$ cat config.mk
export PLATFORM = sky130hd
export DESIGN_NAME = hamming_rx_deserializer
export DESIGN_NICKNAME = d
export VERILOG_FILES = /design/src/rtl/hamming_pkg.sv /design/src/rtl/hamming_rx_deserializer.sv
export SDC_FILE = /design/constraint.sdc
export NUM_CORES = 1
export LEC_CHECK = 0
export ABC_AREA = 1
export CAP_MARGIN = 25
export CORE_MARGIN = 1.5
export CORE_UTILIZATION = 45
export DETAILED_ROUTE_END_ITERATION = 7
export PLACE_DENSITY = 0.7
export SYNTH_ARGS = -nofsm -noshare
export SYNTH_HDL_FRONTEND = slang
export SYNTH_SLANG_ARGS = --single-unit
$ cat constraint.sdc
create_clock -name clk -period 1.45 [get_ports clk]
set_input_delay 0.145 -clock clk [delete_from_list [all_inputs] [get_ports clk]]
set_output_delay 0.145 -clock clk [all_outputs]
set_load 0.02 [all_outputs]
$ cat src/rtl/hamming_pkg.sv
// hamming_pkg: shared Hamming code sizes, receive FSM states and counter width helpers.
package hamming_pkg;
   localparam int P_DEF = 3;
   function automatic int n_of(input int p);
      return 2**p - 1;
   endfunction
   function automatic int k_of(input int p);
      return 2**p - 1 - p;
   endfunction
   function automatic int cnt_w(input int p);
      return $clog2(2**p - 1);
   endfunction
   typedef enum logic {HUNT, COLLECT} state_e;
endpackage

$ cat src/rtl/hamming_rx_deserializer.sv
// hamming_rx_deserializer: assembles serial LSB-first bits into N-bit codewords behind a valid/ready register.
module hamming_rx_deserializer
   import hamming_pkg::*;
#(
   parameter int P = P_DEF,
   localparam int N = n_of(P),
   localparam int CW = cnt_w(P)
) (
   input  logic         clk,
   input  logic         rst,
   input  logic         bit_in,
   input  logic         bit_valid,
   input  logic         sof,
   output logic [N-1:0] cw_data,
   output logic         cw_valid,
   input  logic         cw_ready,
   output logic         overflow,
   output logic         resync,
   input  logic         clear_flags
);
   state_e state_q, state_d;
   logic [CW-1:0] cnt_q, cnt_d;
   logic [N-1:0] shift_q, shift_d, cw_data_q, cw_data_d;
   logic cw_valid_q, cw_valid_d, overflow_q, overflow_d, resync_q, resync_d, done;
   always_comb begin
      state_d = state_q;
      cnt_d = cnt_q;
      shift_d = shift_q;
      cw_data_d = cw_data_q;
      cw_valid_d = cw_valid_q & ~cw_ready;
      overflow_d = overflow_q & ~clear_flags;
      resync_d = resync_q & ~clear_flags;
      done = 1'b0;
      if (bit_valid && sof) begin
         if (state_q == COLLECT && cnt_q != '0) resync_d = 1'b1;
         shift_d = {{(N-1){1'b0}}, bit_in};
         cnt_d = CW'(1);
         state_d = COLLECT;
      end else if (bit_valid && state_q == COLLECT) begin
         shift_d[cnt_q] = bit_in;
         done = (cnt_q == CW'(N-1));
         cnt_d = done ? '0 : cnt_q + 1'b1;
      end
      // The completed word bypasses shift_q so it lands in the slot on the same edge as its last bit.
      if (done) begin
         if (!cw_valid_q || cw_ready) begin
            cw_data_d = shift_d;
            cw_valid_d = 1'b1;
         end else begin
            overflow_d = 1'b1;
         end
      end
   end
   always_ff @(posedge clk or posedge rst) begin
      if (rst) begin
         state_q <= HUNT;
         cnt_q <= '0;
         shift_q <= '0;
         cw_data_q <= '0;
         cw_valid_q <= 1'b0;
         overflow_q <= 1'b0;
         resync_q <= 1'b0;
      end else begin
         state_q <= state_d;
         cnt_q <= cnt_d;
         shift_q <= shift_d;
         cw_data_q <= cw_data_d;
         cw_valid_q <= cw_valid_d;
         overflow_q <= overflow_d;
         resync_q <= resync_d;
      end
   end
   assign cw_data = cw_data_q;
   assign cw_valid = cw_valid_q;
   assign overflow = overflow_q;
   assign resync = resync_q;
endmodule

==> results.md <==
- Worst Setup End Kind: output pin
- Status: finished clean
- Lkg Pwr: a little under 0.8 nW
- Worst hold path class: in -> async
- Initial antenna violation count: 0
- Crit Path Category: reg -> out
- Die span in y: slightly below 50 um
- Setup crit start kind: flip-flop
- Slew @ Worst Pin: roughly 0.34 ns
- WP data required: approximately 1.3 ns
- WL per Instance: ~12 um
- Drt via density: ~4.8
- Post-layout util: 0.627
- Core Rows: 16
- Max-slew headroom at the worst pin: 0.770
- Postcts setup bufs: 0
- Period minus WS final: between 1 and 1.5 ns
- DRT antenna net count: 0
- Clock Sinks: 21
- IO Count: 17
- Ranking of synthesized cells by area: dfrtp_1 55%, nand2_1 15%, inv_1 4.3%
- Fmax: between 700 and 800 MHz
- Dpl hpwl: approximately 1400 um
- Top-area cell type share of the netlist area: 0.549
- Area Growth Syn to Fin: 29.8%
- Worst-path cell chain: clkdlybuf4s50_1
- Pint: around 0.00084 W
- Worst skew pair latency: 0.31 ns
- Maximum vdd ir drop: approximately 0.73 mV
- TritonCTS clock tree: yes
- Core area: between 1500 and 2000 um^2
- Seq/Total Area, Yosys: 0.549
- GRT overflow: 0
- First-pass GRT wire length: around 3300 um
- PwrDens: roughly 950 nW/um^2
- First DRT Iteration DRCs: 9
- Vias: slightly below 800
- Final WL: approximately 2000 um
- Register bit total from synthesis: 21
- Syn Area/Cell: roughly 8.5 um^2
- RSZ-0062 raised after global routing: no
- H-Tree Depth: 1
- Buffers on Ports: 16
- CP arrival: between 1 and 1.5 ns
- Synthesis Warnings: 0
- Tot GR Track Use: 0.181
- Root buf cell: clkbuf_4
- Num CTS Buffers: 3
- Finished layout cell area: around 1200 um^2
- Synthesized instance count: between 100 and 150
- Clock share of power: 0.238
- Fin. max-slew vios: 0
- Vias in the first global route: between 700 and 800
- CP max stage cell: clkdlybuf4s50_1
- Critical path's top delay family: buffers and inverters
- Initial Util: 0.483
- Antenna diodes: 0
- Placed Area: approximately 1200 um^2
- Top cell type by total area after synthesis: dfrtp_1
- PostCTS Resize Cnt: 0
- Combinational power share: 0.196
- Die X: approximately 50 um
- Syn_nets: 120
- Fin. Hold Viols: 0
- Largest net degree at the start of global routing: 22
- Buf/Inv on CP: 1
- Nets@finish: ~150
- Switching share of power: 0.289
- Clk slew on worst S/H paths: 0.12 ns
- DRC: 0
- CTS Buffer Depth: 2
- Hold-fix buffers at CTS: 0
- Routability Congestion: roughly 0.83
- Clk_skew: 0.00980 ns
- Crit share post-route: 0.966
- Die area: between 2000 and 2500 um^2
- Synth cell types: 18
- Psw: about 0.00034 W
- Largest fanout on the critical path: 2
- Hold Slack: roughly 0.15 ns
- Synthesized area: approximately 960 um^2
- Initial DRT Pass Iterations: 4
- Final Setup Violations: 0
- Worst path max stage delay: 0.60 ns
- Seq pwr share: 0.566
- Layout cells sized above 1: 0.152
- Max-capacitance violation count: 0
power groups by stage:
stage	registers [W]	clock network (W)	logic (W)
after floorplan	0.000691	0	0.000131
after global placement	0.000675	0	0.000230
after detailed placement	0.000678	0	0.000234
after CTS	0.000666	0.000293	0.000235
after global routing	0.000673	0.000329	0.000261
final	0.000667	0.000280	0.000231
state kept, by name, summed over array words and instances, names as in the netlist:
| signal | count |
|---|---|
| cnt_q | 3 |
| cw_data | 7 |
| cw_valid | 1 |
| overflow | 1 |
| resync | 1 |
| shift_q | 7 |
| state_q | 1 |
cell usage after synthesis:
cell type   n
nand3_1     8
buf_2       1
dfrtp_1    21
nand3_2     1
o22ai_1     1
inv_2       2
inv_1      11
nor2_4      3
o31ai_1     1
nor3_1      1
nand3b_1    1
a21oi_1     8
o211ai_1    1
o21ai_0     3
nand2_1    37
nand2_4     1
nor2_2      4
nor2_1      8
metal layers:
metal / track usage / part of all wire / up-vias
li1: - / - / 407
met1: 0.216 / 0.44 / 366
met2: 0.322 / 0.51 / 16
met3: 0.0460 / 0.039 / 2
met4: 0.0429 / 0.0072 / 0
met5: 0 / 0 / -
worst paths after layout:
| check | startpoint | endpoint | slack [ns] | cells after the start |
|---|---|---|---|---|
| min in group clk | clear_flags | overflow | 0.43 | 4 |
| setup reg to reg | cnt_q[0] | cw_data[2] | 0.16 | 6 |
| hold reg to reg | cw_data[6] | cw_data[6] | 0.49 | 2 |
| hold / removal | rst | cw_valid | 0.15 | 3 |
| max in group asynchronous | rst | cw_data[5] | 1.08 | 3 |
| setup / recovery | cw_data[6] | cw_data[6] | 0.05 | 1 |
layout make-up:
class | count | area [um^2]
Sequential cell | 21 | 526
Tap cell | 27 | 33.8
Clock buffer | 4 | 26.3
Timing Repair Buffer | 22 | 228
Multi-Input combinational cell | 78 | 380
Fill cell | 168 | 739
Inverter | 13 | 48.8
logic make-up after synthesis:
group	count (synthesis)	share of synthesized area
AND/OR/NAND/NOR	64	0.315
flip-flops	21	0.549
AO/OA/AOI/OAI	14	0.0797
buffers and inverters	14	0.0562
per-stage QoR:
| stage | setup TNS, ns | worst slack, ns | power (W) | instances |
|---|---|---|---|---|
| 2_1_floorplan | 0 | 0.285 | 0.000822 | 113 |
| 3_3_place_gp | -0.0345 | -0.0279 | 0.000906 | 161 |
| 3_5_place_dp | -0.0859 | -0.0484 | 0.000912 | 161 |
| 4_1_cts | 0 | 0.00785 | 0.00119 | 165 |
| 5_1_grt | 0 | 0.00457 | 0.00126 | 165 |
| 6_report | 0 | 0.0489 | 0.00118 | 165 |
cells in the final DEF (no fill, tap or decap), drive strengths merged:
cell type      count
dlymetal6s2s       9
dfrtp             21
nand2             38
nor3               1
o31ai              1
o211ai             1
a21oi              8
clkbuf             4
inv               13
nor2              15
nand3b             1
buf                6
clkdlybuf4s50      7
o22ai              1
o21ai              3
nand3              9
(Power assumes the default switching activity.)
==> patch, RTL diff (config.mk and constraints unchanged) <==
Set the package constant `P_DEF` to 6 (it was 3).
--- a/src/rtl/hamming_pkg.sv
+++ b/src/rtl/hamming_pkg.sv
@@ -2,3 +2,3 @@
 package hamming_pkg;
-   localparam int P_DEF = 3;
+   localparam int P_DEF = 6;
    function automatic int n_of(input int p);
Ports: changed (resized cw_data); port bits go from 17 to 73. The function was not compared with the original's and may differ.
==> patch against the unedited design <==
The flow now finishes with violations (negative setup slack). Power rose to 8.1 times the old value. Cell area grew to 6.7 times the old value. Wire length increased to 8.2 times the old value. Setup slack worse by 0.24 ns. Synthesized area grew to 6.5 times the old value. Clock power increased to 16 times the old value. Sequential cell count up 115. Via count grew to 7.0 times the old value. Largest cell class unchanged. Highest routed layer unchanged.
==> patch: results (changes against the unedited design) <==
Root Driver - clkbuf_16
Area of the multi-input gates - 2320 um^2 (+510%)
Postcts setup bufs - 1 (+1)
Final setup violating endpoints - 95 (+95)
CP top delay family - simple AND/OR/NAND/NOR gates
Finished Layout Cells - 1,056 (+540%)
Leak Pwr - 4.69 nW (+510%)
Status - complete, but fails checks
TritonCTS buffer count - 17 (+14)
Iteration-0 DRC Markers - 397 (+388)
Wire length on met1 - 6.70 mm (+680%)
Number of global-route vias before repair - 5,344 (+590%)
Via Count - 5,555 (+600%)
Synth Area in Compound Gates - 5.41% (-2.6 points)
Synth top area cells - dfrtp_1 (54%), nand2_1 (12%), nand3_1 (9.2%)
GP Congestion - 0.870 (+4.3%)
Setup slack after layout - -0.186 ns (-0.235 ns)
Nets@finish - 877 (+500%)
Post-cts sizing count - 77 (+77)
Setup WS pre-CTS - -0.402 ns (-0.354 ns)
Layout cells sized above 1 - 15.7% (+0.46 points)
Met2 WL - 7.87 mm (+690%)
Violations in the final reports - negative setup slack
PortBufs - 72 (+56)
Largest net degree at the start of global routing - 83 (+280%)
DPL Wire Length - 9.94 mm (+610%)
Synth Area in Adders - 0.599% (+0.60 points)
Critical Path Max Stage Delay - 0.39 ns (-0.21 ns)
Htree depth - 4 (+3)
Net Count, Synth - 761 (+530%)
First-pass GRT wire length - 25.6 mm (+670%)
Clk pin slew, worst setup/hold paths - 0.06 ns (-0.06 ns)
Metal3 WL - 880 um (+1100%)
Dpl cell area - 7570 um^2 (+540%)
Final WL - 15.9 mm (+720%)
patch: worst paths after layout:
| check | startpoint | end | slack (ns) | cells past startpoint |
|---|---|---|---|---|
| hold reg to reg | cw_data[16] | cw_data[16] | 0.47 | 2 |
| setup reg to reg | cnt_q[0] | cw_data[20] | -0.19 | 10 |
| setup / recovery | cnt_q[0] | cw_data[20] | -0.19 | 10 |
| min in group clk | clear_flags | resync | 0.32 | 4 |
| max in group asynchronous | rst | cnt_q[5] | 0.83 | 3 |
| hold / removal | rst | cw_data[4] | 0.18 | 3 |
patch: kinds of logic (layout without fill, tap and decap cells):
group / after synthesis / after routing
AOI/OAI and AO/OA: 58 / 58
adders and majority gates: 3 / 3
buffers and inverters: 146 / 275
DFF: 136 / 136
and+or+nand+nor: 408 / 408
patch: cell type report:
class	instances	share of cell area [%]
Inverter	102	4.66
Sequential cell	136	41.1
Clock buffer	23	5.64
Clock inverter	9	1.48
Tap cell	176	2.65
Timing Repair Buffer	141	16.5
Multi-Input combinational cell	469	28.0
